### src/rtl/divider_v2_if.sv
// Digit-serial port bundle for divider_v2: operand digits and enable in, quotient digit out.
// Digit encoding {plus,minus}: 10 = +1, 01 = -1, 00/11 = 0.
`timescale 1ns/1ps
interface divider_v2_if;
  logic [1:0] x_value;
  logic [1:0] d_value;
  logic       enable;
  logic [1:0] q_value;

  modport master (output x_value, output d_value, output enable, input q_value);
  modport slave  (input x_value, input d_value, input enable, output q_value);
endinterface

### src/rtl/divider_v2.sv
// divider_v2: radix-2 online (MSD-first) signed-digit divider, q = x/d.
// One x and one d digit are consumed per enabled clock. Quotient digits
// leave DELTA+1 enabled edges after the first input digit; frames of
// N+DELTA steps run back to back.
// Optional build macro DIV_OUT_REG_EN adds one more output register on
// q_value (latency DELTA+2); frame timing is otherwise unchanged.
`timescale 1ns/1ps
module divider_v2 #(
  parameter int N      = 16,
  parameter int DELTA  = 4,
  parameter int W_FRAC = N + DELTA + 3
) (
  input  logic         clk,
  input  logic         asyn_reset,
  divider_v2_if.slave  dif
);

  localparam int STEPS = N + DELTA;
  localparam int W     = W_FRAC + 3;
  localparam int CNT_W = $clog2(STEPS);
  localparam int SH_W  = $clog2(W_FRAC + DELTA + 1);

  localparam logic signed [W-1:0] LSB_ONE = W'(1);
  // Weight of one input digit after the 2^-DELTA online scaling.
  localparam logic signed [W-1:0] X_ULP   = LSB_ONE <<< (W_FRAC - DELTA);

  // Signed-digit times magnitude: +mag, -mag or zero.
  function automatic logic signed [W-1:0] scale(input logic [1:0] dg,
                                                input logic signed [W-1:0] mag);
    case (dg)
      2'b10:   return mag;
      2'b01:   return -mag;
      default: return '0;
    endcase
  endfunction

  // Quotient digit selection on v truncated to two fractional bits.
  // The digit is mirrored for a negative divisor so that q*D always
  // pulls the residual back towards zero.
  function automatic logic [1:0] sel_digit(input logic signed [W-1:0] v,
                                           input logic d_neg);
    logic signed [W-1:0] t;
    logic [1:0]          q;
    t = v >>> (W_FRAC - 2);
    if (t >= LSB_ONE)       q = 2'b10;
    else if (t < -LSB_ONE)  q = 2'b01;
    else                    q = 2'b00;
    return d_neg ? {q[0], q[1]} : q;
  endfunction

  // step_p0 holds j-1; q_acc_p0 is the quotient accumulated so far (Q_(i-1)).
  logic [CNT_W-1:0]    step_p0;
  logic signed [W-1:0] w_p0;
  logic signed [W-1:0] d_p0;
  logic signed [W-1:0] q_acc_p0;
  logic [1:0]          q_p0;

  logic                in_digits;
  logic                sel_phase;
  logic                last_step;
  logic [SH_W-1:0]     sh_j;
  logic [SH_W-1:0]     sh_i;
  logic signed [W-1:0] x_term;
  logic signed [W-1:0] dq_term;
  logic signed [W-1:0] d_next;
  logic signed [W-1:0] v;
  logic signed [W-1:0] w_next;
  logic signed [W-1:0] q_acc_next;
  logic [1:0]          qs;

  // Recurrence for step j: accumulate D, form v, pick q_i, update residual.
  always_comb begin
    in_digits  = (step_p0 < CNT_W'(N));
    sel_phase  = (step_p0 >= CNT_W'(DELTA));
    last_step  = (step_p0 == CNT_W'(STEPS - 1));
    sh_j       = SH_W'(W_FRAC - 1) - SH_W'(step_p0);
    sh_i       = SH_W'(W_FRAC - 1 + DELTA) - SH_W'(step_p0);
    x_term     = '0;
    dq_term    = '0;
    d_next     = d_p0;
    if (in_digits) begin
      x_term  = scale(dif.x_value, X_ULP);
      dq_term = scale(dif.d_value, q_acc_p0 >>> DELTA);
      d_next  = d_p0 + scale(dif.d_value, LSB_ONE << sh_j);
    end
    v          = (w_p0 <<< 1) + x_term - dq_term;
    qs         = sel_phase ? sel_digit(v, d_next[W-1]) : 2'b00;
    w_next     = v - scale(qs, d_next);
    q_acc_next = q_acc_p0 + scale(qs, LSB_ONE << sh_i);
  end

  // ---- stage p0: iteration state and selected quotient digit ----
  // Advance one step per enabled clock; wrap and clear at end of frame.
  always_ff @(posedge clk or posedge asyn_reset) begin
    if (asyn_reset) begin
      step_p0  <= '0;
      w_p0     <= '0;
      d_p0     <= '0;
      q_acc_p0 <= '0;
      q_p0     <= 2'b00;
    end else if (dif.enable) begin
      q_p0 <= qs;
      if (last_step) begin
        step_p0  <= '0;
        w_p0     <= '0;
        d_p0     <= '0;
        q_acc_p0 <= '0;
      end else begin
        step_p0  <= step_p0 + CNT_W'(1);
        w_p0     <= w_next;
        d_p0     <= d_next;
        q_acc_p0 <= q_acc_next;
      end
    end
  end

`ifdef DIV_OUT_REG_EN
  // ---- stage p1: extra output register ----
  logic [1:0] q_p1;

  // Delay the quotient digit by one enabled clock.
  always_ff @(posedge clk or posedge asyn_reset) begin
    if (asyn_reset)      q_p1 <= 2'b00;
    else if (dif.enable) q_p1 <= q_p0;
  end

  assign dif.q_value = q_p1;
`else
  assign dif.q_value = q_p0;
`endif

endmodule

### src/flat_wrapper.sv
// flat-port wrapper written by rule: the top's interface ports become plain ports
module divider_v2_flat 
#(
  parameter int N      = 16,
  parameter int DELTA  = 4,
  parameter int W_FRAC = N + DELTA + 3
)
  (clk, asyn_reset, dif_x_value, dif_d_value, dif_enable, dif_q_value);
  divider_v2_if dif_i ();
  input  logic clk;
  input  logic asyn_reset;
  input wire logic [$bits(dif_i.x_value)-1:0] dif_x_value;
  input wire logic [$bits(dif_i.d_value)-1:0] dif_d_value;
  input wire logic [$bits(dif_i.enable)-1:0] dif_enable;
  output wire logic [$bits(dif_i.q_value)-1:0] dif_q_value;
  assign dif_i.x_value = dif_x_value;
  assign dif_i.d_value = dif_d_value;
  assign dif_i.enable = dif_enable;
  assign dif_q_value = dif_i.q_value;
  divider_v2 #(.N(N), .DELTA(DELTA), .W_FRAC(W_FRAC)) u_core (.clk(clk), .asyn_reset(asyn_reset), .dif(dif_i));
endmodule
### config.mk
export PLATFORM = sky130hd
export DESIGN_NAME = divider_v2_flat
export DESIGN_NICKNAME = d
export VERILOG_FILES = /design/src/rtl/divider_v2_if.sv /design/src/rtl/divider_v2.sv /design/src/flat_wrapper.sv
export SDC_FILE = /design/constraint.sdc
export NUM_CORES = 1
export LEC_CHECK = 0
export CAP_MARGIN = 40
export CELL_PAD_IN_SITES_DETAIL_PLACEMENT = 0
export CELL_PAD_IN_SITES_GLOBAL_PLACEMENT = 1
export CORE_MARGIN = 4
export CORE_UTILIZATION = 30
export CTS_CLUSTER_DIAMETER = 150
export DETAILED_ROUTE_END_ITERATION = 8
export GPL_ROUTABILITY_DRIVEN = 0
export PLACE_DENSITY = 0.65
export REMOVE_ABC_BUFFERS = 1
export SLEW_MARGIN = 25
export SYNTH_ARGS = -nofsm -noshare
export SYNTH_HDL_FRONTEND = slang
export SYNTH_SLANG_ARGS = --single-unit
export TNS_END_PERCENT = 30
### constraint.sdc
create_clock -name clk -period 9.1 [get_ports clk]
set_input_delay 1.365 -clock clk [delete_from_list [all_inputs] [get_ports clk]]
set_output_delay 1.365 -clock clk [all_outputs]
set_load 0.01 [all_outputs]
Word level (Yosys, flattened, before mapping)
Cells that the tools add are included.
{"block": "word_totals", "register_bits": 84, "inputBits": 7, "out_inout_bits": 2}
{"block": "op_classes", "add_sub_neg": 12, "order_cmp": 4, "n_eq_ne": 7, "n_shift": 2, "n_mux": 17}
{"cell": "26-bit case mux with 2 select lines", "n": 4}
{"cell": "26-bit two-way mux", "n": 6}
{"cell": "26-bit adder", "n": 3}
{"cell": "26-bit negation", "n": 2}
{"cell": "1-bit by 5-bit << shifter with 26-bit output, first input constant", "n": 2}
{"cell": "25-bit case mux with 2 select lines", "n": 1}
{"cell": "22-bit negation with 26-bit output", "n": 1}
{"cell": "26-bit subtractor", "n": 1}
{"cell": "25-bit two-way mux", "n": 1}
{"cell": "25-bit negation", "n": 1}
{"cell": "25-bit subtractor", "n": 1}
{"cell": "5-bit subtractor, first input constant", "n": 2}
{"cell": "2-bit by 1-bit equality test with 1-bit output, second input constant", "n": 3}
{"cell": "2-bit equality test, second input constant", "n": 3}
{"cell": "2-bit two-way mux", "n": 3}
{"cell": "5-bit by 1-bit adder with 5-bit output, second input constant", "n": 1}
{"cell": "5-bit equality test, second input constant", "n": 1}
{"cell": "5-bit by 2-bit greater-or-equal comparator with 1-bit output, second input constant", "n": 1}
{"cell": "5-bit by 3-bit greater-or-equal comparator with 1-bit output, second input constant", "n": 1}
{"cell": "5-bit by 1-bit less-than comparator with 1-bit output, second input constant", "n": 1}
{"cell": "5-bit less-than comparator, second input constant", "n": 1}
{"cell": "5-bit two-way mux", "n": 1}
{"cell": "1-bit two-way mux", "n": 1}

Logic depth before layout (Yosys ltp)
{"block": "depth", "ltp_word": 14, "ltp_mapped": 49}

Worst setup path after synthesis
No wires, ideal clock.
{"block": "synth_timing", "kind": "input-to-reg", "start": "input dif_d_value[0]", "end": "register u_core.w_p0[24]", "t_arrival_ns": 9.213, "path_slack_ns": -0.248, "stages": 38, "path_cell_list": "inv_1 ha_1 clkbuf_1 nor2_1 clkbuf_1 nand2_1 ha_1 ha_1 and3_1 a221o_1 a211o_1 a311oi_1 o2111ai_1 a31o_2 a21oi_1 xnor2_1 a41oi_1 mux2i_1 (+2 left out) clkbuf_1 clkbuf_1 o21bai_1 nor2_1 ha_1 fa_1 nand2b_1 a21boi_0 a311oi_1 a211oi_1 o2111ai_1 a31oi_1 a21oi_1 o21ai_0 xnor2_1 nand4b_1 a31oi_1 o31ai_1"}
{"block": "synth_via", "elab_chain_len": 13, "elab_cells_between_ends": 21, "classes_between": "add/sub (4); order compare (2); eq/ne (4); mux (11)"}
{"element": "from (decl)", "line": "flat_wrapper.sv:13", "rtl": "input wire logic [$bits(dif_i.d_value)-1:0] dif_d_value;"}
{"element": "2-bit by 1-bit equality test with 1-bit output / 2-bit equality test (equally long branches)", "line": "divider_v2.sv:30", "rtl": "case (dg)"}
{"element": "26-bit case mux with 2 select lines", "line": "divider_v2.sv:30"}
{"element": "26-bit two-way mux", "line": "divider_v2.sv:81", "rtl": "if (in_digits) begin"}
{"element": "26-bit subtractor", "line": "divider_v2.sv:86", "rtl": "v = (w_p0 <<< 1) + x_term - dq_term;"}
{"element": "5-bit by 1-bit less-than comparator with 1-bit output", "line": "divider_v2.sv:46", "rtl": "else if (t < -LSB_ONE) q = 2'b01;"}
{"element": "1-bit two-way mux", "line": "divider_v2.sv:46"}
{"element": "2-bit two-way mux", "line": "divider_v2.sv:45", "rtl": "if (t >= LSB_ONE) q = 2'b10;"}
{"element": "2-bit two-way mux", "line": "divider_v2.sv:48", "rtl": "return d_neg ? {q[0], q[1]} : q;"}
{"element": "2-bit two-way mux", "line": "divider_v2.sv:87", "rtl": "qs = sel_phase ? sel_digit(v, d_next[W-1]) : 2'b00;"}
{"element": "2-bit by 1-bit equality test with 1-bit output / 2-bit equality test (equally long branches)", "line": "divider_v2.sv:30"}
{"element": "25-bit case mux with 2 select lines", "line": "divider_v2.sv:30"}
{"element": "25-bit subtractor (*)", "line": "divider_v2.sv:88", "rtl": "w_next = v - scale(qs, d_next);"}
{"element": "25-bit two-way mux (*)", "line": "divider_v2.sv:103", "rtl": "if (last_step) begin"}
{"element": "to (signal assigned)", "line": "divider_v2.sv:110", "rtl": "w_p0 <= w_next;"}
{"element": "to (decl)", "line": "divider_v2.sv:53", "rtl": "logic signed [W-1:0] w_p0;"}
Every way passes the cells marked *; elsewhere a longest branch is shown, timed or not. The select of a mux whose other input is x is not followed.
A chain may end at the register's enable or synchronous reset.

Worst setup path in the final report
{"block": "layout_timing", "start": "input dif_d_value[1]", "end": "register u_core.q_acc_p0[22]"}
{"block": "layout_via", "elab_chain_len": 13, "elab_cells_between_ends": 20, "classes_between": "add/sub (3); order compare (2); eq/ne (4); mux (11)"}
{"element": "2-bit by 1-bit equality test with 1-bit output / 2-bit equality test (equally long branches)", "line": "divider_v2.sv:30"}
{"element": "26-bit case mux with 2 select lines", "line": "divider_v2.sv:30"}
{"element": "26-bit two-way mux", "line": "divider_v2.sv:81"}
{"element": "26-bit subtractor", "line": "divider_v2.sv:86"}
{"element": "5-bit by 1-bit less-than comparator with 1-bit output", "line": "divider_v2.sv:46"}
{"element": "1-bit two-way mux", "line": "divider_v2.sv:46"}
{"element": "2-bit two-way mux", "line": "divider_v2.sv:45"}
{"element": "2-bit two-way mux (*)", "line": "divider_v2.sv:48"}
{"element": "2-bit two-way mux (*)", "line": "divider_v2.sv:87"}
{"element": "2-bit by 1-bit equality test with 1-bit output / 2-bit equality test (equally long branches)", "line": "divider_v2.sv:30"}
{"element": "26-bit case mux with 2 select lines (*)", "line": "divider_v2.sv:30"}
{"element": "26-bit adder (*)", "line": "divider_v2.sv:89", "rtl": "q_acc_next = q_acc_p0 + scale(qs, LSB_ONE << sh_i);"}
{"element": "26-bit two-way mux (*)", "line": "divider_v2.sv:103"}
{"element": "to (signal assigned)", "line": "divider_v2.sv:112", "rtl": "q_acc_p0 <= q_acc_next;"}
{"element": "to (decl)", "line": "divider_v2.sv:55", "rtl": "logic signed [W-1:0] q_acc_p0;"}
Marked as above.

==> impl_results.md <==
* Status: completed
* Synth area leader: dfrtp_1
* Total DRC errors in the routed layout at 0
* Flop-to-flop setup slack at about 0.43 ns
* Initial antenna violation count at 2
* Final slew viol count at 0
* Drt wl/cell at 18.7 um
* Ports at 9
* Number of global-route vias before repair at roughly 14000
* Synthesized cell area at 12400 um2
* CP most frequent cell: buf_4
* Vias at 13804
* Worst hold path class: flop to flop
* Most used routing layer: met2
* DP HPWL at between 30000 and 40000 um
* Final setup viols at 0
* Core Footprint at ~41000 um2
* Setup crit end kind: flop
* CTS Hold Bufs at 0
* Grt met3 use at between 3 and 4%
* Final instance area at 16700 um2
* DR iter-0 viols at slightly above 900
* Synth area leaders: dfrtp_1, ha_1, xnor2_1
* Fin nets at between 2000 and 2500
* Fmax achieved at between 100 and 150 MHz
* Final WL at 47100 um
* Share of cells above drive strength 1 at between 20 and 30%
* Setup Skew at roughly 0.015 ns
* Met2 Use GR at 34.8%
* Reg clk slew, reported paths at 0.08 ns
* Final worst-path setup slack at around 0.36 ns
* Primary FF master, synth: dfrtp_1
* Avg Cell Area, Syn at 7.54 um2
* Final core utilization at about two fifths
* Met1 Use GR at between 20% and 30%
* Commonest cells post-synth: nor2_1, nand2_1, ha_1
* Fin crit period at between 8 and 9 ns
* Slew headroom at 43.6%
* Largest net degree at the start of global routing at between 60 and 70
* Port Buf Inserts at 8
* GRT overflow at 0
* Arr. time, crit path at around 9.0 ns
* Most frequent cell after synthesis: nor2_1
* Worst Path Required at about 9.4 ns
* Max_cap viols at 0
* CTS root buffer: clkbuf_16
* Starting density of the core at between 30% and 40%
* Clk Latency, worst-skew pair at 0.39 ns
* Clock Sink Count at 84
* Yosys cell types at 89
* First-pass GRT wire length at 74200 um
* Setup CP Type: primary input to flop
* DIE AREA at between 40000 and 50000 um2
* Placed cell areas at around 16000 um2
* Ys async rst share at between 90% and 100%
* Ys Warns at 0
* Avg Vias per Cell at between 5 and 6
* Area delta synth->final at 34.9%
* Mapped Cells at between 1500 and 2000
* Worst hold margin at approximately 0.5 ns
* DIE HEIGHT at 211 um
* Setup WS pre-CTS at -1.08 ns
* 1st-pass router iterations at 5
* Hold Fails Final Rpt at 0
* Cts bufs inserted at 9
* Period utilization at 96.0%
* # H-tree levels at 3
* EDFF count, synth at 0
* Slew @ Worst Pin at between 0.8 and 0.9 ns
* Row cnt at between 70 and 80
* Clk buf depth at 2
* Post-synthesis sequential area ratio at about 17%
* Startpoint types: primary input
* Die width at 211 um
* Synth Register Bits at 84
* Antenna cell count at 0
* CP max stage delay at ~0.35 ns
* Yosys top cell area share at ~17%
* TritonCTS clock tree: done
* Post-DRT Antenna Nets at 0
* Critical Path Fanout Max at 6
* Worst path slowest cell: a221o_1
* GRT Overall Usage at around a fifth
-- flip-flops by register name, indices dropped and copies added (netlist names) --
signal,cells
u_core.q_acc_p0,26
u_core.step_p0,5
u_core.w_p0,25
u_core.d_p0,26
u_core.dif.q_value,2
-- path summary, 6_finish.rpt --
path | startpoint | endpoint | cells after the start
setup / recovery | dif_d_value[1] | u_core.q_acc_p0[22]$_DFFE_PP0P_ | 42
hold / removal | u_core.w_p0[7]$_DFFE_PP0P_ | u_core.w_p0[7]$_DFFE_PP0P_ | 1
setup reg to reg | u_core.step_p0[0]$_DFFE_PP0P_ | u_core.q_acc_p0[22]$_DFFE_PP0P_ | 45
hold reg to reg | u_core.w_p0[7]$_DFFE_PP0P_ | u_core.w_p0[7]$_DFFE_PP0P_ | 1
max in group asynchronous | asyn_reset | u_core.step_p0[4]$_DFFE_PP0P_ | 3
min in group asynchronous | asyn_reset | u_core.q_acc_p0[15]$_DFFE_PP0P_ | 2
-- logic make-up (layout without fill, tap and decap cells) --
| logic type | after synthesis | after routing | synth area share, % |
|---|---|---|---|
| adders and majority gates | 140 | 140 | 14.7 |
| and+or+nand+nor | 575 | 575 | 23.0 |
| xor gates and xnor gates | 111 | 111 | 7.90 |
| AOI/OAI and AO/OA | 554 | 554 | 30.7 |
| muxes | 22 | 22 | 1.79 |
| DFF | 84 | 84 | 17.0 |
| buffers and inverters | 158 | 496 | 4.94 |
-- per-layer routing --
layer | part of all wire (%) | vias up
li1 | - | 6753
met1 | 46 | 6657
met2 | 47 | 327
met3 | 4.5 | 65
met4 | 2.2 | 2
met5 | 0.028 | -
-- placed cells by master, fill, tap and decap left out, types with 16 or more instances in the layout --
cell,Yosys,layout
nor3_1,44,42
a32oi_1,18,16
nand2_1,150,149
and3_1,20,19
nand4_1,17,17
a31oi_1,20,17
nor2_1,153,146
dfrtp_1,84,83
a21oi_1,120,105
nand3_1,39,38
mux2i_1,21,20
buf_4,2,396
o21ai_1,6,17
o2bb2ai_1,27,27
inv_1,69,64
o21ai_0,107,91
a22o_1,35,35
ha_1,130,119
o22ai_1,18,17
or3_1,20,17
xnor2_1,78,75
nand2b_1,22,22
nor2b_1,20,19
a21o_1,37,37
xor2_1,32,32
or2_2,23,23
-- critical path, delay by kind of cell --
family / cells / cell delay [ns]
mux: 1 / 0.24
fa+ha+maj: 5 / 1.18
simple gates: 6 / 0.95
compound gates: 21 / 4.07
xor+xnor: 2 / 0.24
buf+inv: 7 / 0.98
-- cell type report --
cell class | instances | area, um2
Tap cell | 532 | 666
Clock buffer | 9 | 225
Sequential cell | 84 | 2100
Fill cell | 4154 | 24100
Multi-Input combinational cell | 1402 | 10200
Clock inverter | 7 | 98.8
Timing Repair Buffer | 410 | 3130
Inverter | 70 | 269
-- repair_timing --
| action | in CTS | in global routing |
|---|---|---|
| gates resized for setup | 42 | 90 |
| setup buffers | 2 | 8 |
| setup endpoints to repair | 16 | 29 |
| pin swaps | 7 | 26 |
-- metrics by stage --
| stage | cells | TNS, ns |
|---|---|---|
| final | 2514 | 0 |
| after global routing | 2514 | -0.198 |
| after CTS | 2504 | 0 |
| after detailed placement | 2486 | -13.49 |
| after global placement | 2486 | -10.84 |
| after floorplan | 1556 | -23.19 |
Power is left out: the tool's default activity adds up to more than one toggle a clock period on the data nets, which glitch-free logic cannot reach.
